<file path="src/rtl/mem_arbiter.sv">
// mem_arbiter: shares one single-port fixed-latency memory between the fetch and data ports.
// Data has fixed priority; a starvation counter forces fetch through after STARVE_MAX data wins.
module mem_arbiter #(
    parameter int AW = 32,
    parameter int DW = 32,
    parameter int MEM_LAT = 1,
    parameter int STARVE_MAX = 4
) (
    input  logic          clock,
    input  logic          reset,
    input  logic          if_req,
    input  logic [AW-1:0] if_addr,
    output logic          if_gnt,
    output logic          if_rvalid,
    output logic [DW-1:0] if_rdata,
    input  logic          d_req,
    input  logic          d_we,
    input  logic [AW-1:0] d_addr,
    input  logic [DW-1:0] d_wdata,
    output logic          d_gnt,
    output logic          d_rvalid,
    output logic [DW-1:0] d_rdata,
    output logic          mem_en,
    output logic          mem_we,
    output logic [AW-3:0] mem_addr,
    output logic [DW-1:0] mem_wdata,
    input  logic [DW-1:0] mem_rdata,
    output logic          stall_if
);
    localparam int LW = $clog2(MEM_LAT + 1);
    localparam int SW = $clog2(STARVE_MAX + 1);
    typedef enum logic {IDLE, WAIT} state_t;
    state_t state, state_n;
    logic [LW-1:0] lat_cnt, lat_n;
    logic [SW-1:0] starve_cnt, starve_n;
    logic owner_d, we_q, done, window, unused_ok;
    logic [DW-1:0] if_q, d_q;

    if (MEM_LAT < 1) begin : g_lat_chk
        $error("mem_arbiter: MEM_LAT must be >= 1");
    end
    if (STARVE_MAX < 1) begin : g_starve_chk
        $error("mem_arbiter: STARVE_MAX must be >= 1");
    end

    assign unused_ok = ^{if_addr[1:0], d_addr[1:0]};
    assign done      = state == WAIT && lat_cnt == LW'(1);
    // reset gates the window so no grant escapes while the block is held in reset
    assign window    = reset && (state == IDLE || done);
    assign if_gnt    = window && if_req && (!d_req || starve_cnt == SW'(STARVE_MAX));
    assign d_gnt     = window && d_req && !if_gnt;
    assign if_rvalid = done && !owner_d;
    assign d_rvalid  = done && owner_d;
    assign if_rdata  = if_rvalid ? mem_rdata : if_q;
    assign d_rdata   = d_rvalid && !we_q ? mem_rdata : d_q;
    assign mem_en    = if_gnt || d_gnt;
    assign mem_we    = d_gnt && d_we;
    assign mem_addr  = d_gnt ? d_addr[AW-1:2] : if_gnt ? if_addr[AW-1:2] : '0;
    assign mem_wdata = mem_en ? d_wdata : '0;
    assign stall_if  = if_req && !if_gnt;

    always_comb begin
        state_n  = mem_en ? WAIT : done ? IDLE : state;
        lat_n    = mem_en ? LW'(MEM_LAT) : state == WAIT ? lat_cnt - LW'(1) : lat_cnt;
        starve_n = !if_req || if_gnt ? '0
                 : d_gnt && starve_cnt != SW'(STARVE_MAX) ? starve_cnt + SW'(1) : starve_cnt;
    end

    always_ff @(posedge clock or negedge reset) begin
        if (!reset) begin
            state      <= IDLE;
            lat_cnt    <= '0;
            starve_cnt <= '0;
            owner_d    <= 1'b0;
            we_q       <= 1'b0;
            if_q       <= '0;
            d_q        <= '0;
        end else begin
            state      <= state_n;
            lat_cnt    <= lat_n;
            starve_cnt <= starve_n;
            if (mem_en) begin
                owner_d <= d_gnt;
                we_q    <= mem_we;
            end
            if (if_rvalid) if_q <= mem_rdata;
            if (d_rvalid && !we_q) d_q <= mem_rdata;
        end
    end
endmodule

</file>
<file path="config.mk">
export PLATFORM = sky130hd
export DESIGN_NAME = mem_arbiter
export DESIGN_NICKNAME = d
export VERILOG_FILES = /design/src/rtl/mem_arbiter.sv
export SDC_FILE = /design/constraint.sdc
export NUM_CORES = 1
export LEC_CHECK = 0
export ABC_CLOCK_PERIOD_IN_PS = 1900
export BUFFER_PORTS_ARGS = -buffer_cell sky130_fd_sc_hd__buf_2
export CAP_MARGIN = 10
export CORE_MARGIN = 4
export CORE_UTILIZATION = 42
export CTS_CLUSTER_DIAMETER = 50
export CTS_CLUSTER_SIZE = 25
export DETAILED_ROUTE_END_ITERATION = 16
export GPL_TIMING_DRIVEN = 0
export HOLD_SLACK_MARGIN = 0.06
export PLACE_DENSITY = 0.92
export SLEW_MARGIN = 5
export SYNTH_ARGS = -nofsm -noshare
export SYNTH_HDL_FRONTEND = slang
export SYNTH_SLANG_ARGS = --single-unit
export TNS_END_PERCENT = 5
</file>
<file path="constraint.sdc">
create_clock -name clock -period 1.9 [get_ports clock]
set_clock_uncertainty 0.1 [all_clocks]
set_input_delay 0.285 -clock clock [delete_from_list [all_inputs] [get_ports clock]]
set_output_delay 0.285 -clock clock [all_outputs]
set_load 0.005 [all_outputs]
</file>
==> summary.md <==
| Metric | Value |
|---|---|
| Residual DRC | `0` |
| Yosys warnings | `0` |
| DIE AREA | `~11000 µm²` |
| Crit. End Element | `output port` |
| Clk sink count | `71` |
| RSZ-0062 raised after global routing | `yes` |
| HP Class | `in -> async` |
| Worst skew pair latency | `between 0.3 and 0.4 ns` |
| Yosys cell types | `34` |
| Boundary Pins | `between 200 and 300` |
| Critical Path Start Type | `register` |
| Slew margin rel. | `0.550` |
| Synth-to-layout area growth | `76.5%` |
| LEAKAGE | `about 0.0034 µW` |
| WHS | `-0.265 ns` |
| Synth Register Bits | `71` |
| WL/cell | `21.2 µm` |
| GRT overflow | `0` |
| Power density cells | `approximately 1400 nW/µm²` |
| Vias per cell | `between 5 and 6` |
| Clk pin slew, worst setup/hold paths | `approximately 0.09 ns` |
| CTS tree | `yes` |
| Most Used Layer, Global Route | `met2` |
| Net Count, Synth | `469` |
| Crit path max fanout | `6` |
| DPL Wire Length | `a little over 10 mm` |
| Final wirelength | `between 15 and 20 mm` |
| Arr. time, crit path | `roughly 1.8 ns` |
| Outcome | `finished, violations left` |
| Die width | `roughly 100 µm` |
| Period utilization | `1.14` |
| Die Ht | `about 100 µm` |
| Core area | `between 8000 and 9000 µm²` |
| FMAX | `around 460 MHz` |
| Failing checks | `negative hold slack, negative setup slack` |
| Seq/Total Area, Yosys | `0.468` |
| Max-Cap Viols | `0` |
| Largest net degree at the start of global routing | `76` |
| Most common cell after layout, fill and taps aside | `buf_2` |
| Final Hold Viols | `71` |
| Setup CP Type | `reg -> out` |
| Crit path required time | `approximately 1.5 ns` |
| Synth area leader | `dfrtp_1` |
| Area contributors post-synth | `dfrtp_1, mux2_4, mux2_2, o311ai_0, and2_1` |
| Syn_area_per_cell | `~11 µm²` |
| Setup tns final | `-22.94 ns` |
| Fin crit period | `approximately 2.2 ns` |
| Number of global-route vias before repair | `4073` |
| CTS buffer count | `9` |
| Global-route track usage on met2 | `0.528` |
| # rows | `34` |
| Max VDD drop | `600 µV` |
| GR Layer Usage met3 | `0.0575` |
| GPL Wtd Cong | `a little over 0.9` |
| Fin nets | `around 760` |
| Pre-Repair DR Iteration Count | `4` |
| Met1 Use GR | `0.297` |
| Post-Syn Area | `about 3800 µm²` |
| CTS Root Cell | `clkbuf_8` |
| H-tree depth | `3` |
| # setup viols final | `130` |
| Total power | `a little over 9000 µW` |
| Total track usage | `0.274` |
| Most frequent cells in the layout | `buf_2, dfrtp_1, buf_6, mux2_4, nand3_1` |
| Initial antenna violation count | `0` |
| Port Buffer Count | `260` |
| Setup WS post-layout | `-0.264 ns` |
| Worst Max-Slew Pin Slew | `between 0.6 and 0.7 ns` |
| Share of post-route cells with drive strength above 1 | `0.682` |
| Initial core utilization | `0.433` |
| Slew Limit Fails | `0` |
| Post-route ant nets | `0` |
| Max Buffers Root-to-Sink | `2` |
| Routed via count | `4038` |
| ANT cells | `0` |
| Mapped Cells | `~330` |
| First-pass GRT wire length | `21.9 mm` |
| Yosys top cell area share | `0.468` |
| Detailed Route Iter0 Violations | `around 250` |
[Yosys cell counts, drive strengths merged]
cell type / count
a21bo: 1
a21oi: 32
a31oi: 2
a32o: 1
and2: 33
and3: 2
buf: 15
clkbuf: 17
dfrtp: 71
ha: 2
inv: 8
mux2: 64
nand2: 7
nand2b: 1
nand3: 31
nand3b: 1
nand4: 1
nor2: 4
nor2b: 1
nor3: 3
o21ai: 3
o22ai: 1
o311ai: 30
o32ai: 1
or4: 1
xnor2: 1
[registers in the layout (all words and copies together), names as in the netlist]
| name | flops |
|---|---|
| d_q | 32 |
| if_q | 32 |
| lat_cnt | 1 |
| owner_d | 1 |
| starve_cnt | 3 |
| state | 1 |
| we_q | 1 |
[worst paths after layout]
kind	startpoint	endpoint	slack, ns	depth (start not counted)
max	state	d_rdata[11]	-0.26	6
min	reset	d_q[20]	-0.26	1
max reg2reg	state	d_q[13]	0.24	6
min reg2reg	d_q[24]	d_q[24]	0.41	1
max in group asynchronous	reset	starve_cnt[2]	1.61	1
min in group clock	mem_rdata[22]	if_q[22]	0.11	2
[critical path, cell delays in order (launching register included)]
cell and delay (ns):
dfrtp_1 0.41, and3_4 0.22, nand2_4 0.06, buf_12 0.15, clkbuf_16 0.16, mux2_4 0.32
buf_6 0.12
[layer usage]
layer  vias up  wire length [µm]
met5         -                 0
met4         0               302
met3        26              1160
met2       224              8760
met1      1981              5500
li1       1807                 -
[cell type report]
class                      count  area (µm²)
tap                          108         135
buffer                        32         318
timing repair buffer         283        2020
inverter                       8        30.0
sequential                    71        1780
clock inverter                 7        78.8
multi-input combinational    223        2220
fill                         556        2060
clock buffer                   9         124
[kinds of logic after synthesis]
kind of cell,Yosys count,share of synthesized area
fa+ha+maj,2,0.00659
compound gates,71,0.128
simple gates,85,0.127
flops,71,0.468
xor+xnor,1,0.00231
mux,64,0.219
buf+inv,40,0.0487
[repair_timing]
item / in CTS / in global routing
cloned: 2 / 3
pin swaps: 7 / 9
endpoints found under the setup margin: 132 / 131
buffers inserted: 11 / 7
gates resized for setup: 200 / 36
hold endpoints to repair: 71 / 71
[through the flow]
stage,worst slack (ns),area [µm²],instances,utilization
final,-0.264,6710,741,0.765
after global routing,-0.326,6710,741,0.765
after CTS,-0.255,6450,731,0.736
after detailed placement,-0.648,5240,702,0.598
after global placement,-1.13,5240,702,0.597
after floorplan,0.269,3800,334,-
[power breakdown]
part / leakage, µW / internal (µW) / switching [µW] / total, µW
sequential: 0.000831 / 2230 / 302 / 2540
combinational: 0.00250 / 3290 / 2020 / 5310
clock: 0.0000925 / 617 / 618 / 1240
Power figures use the tool's default switching activity.
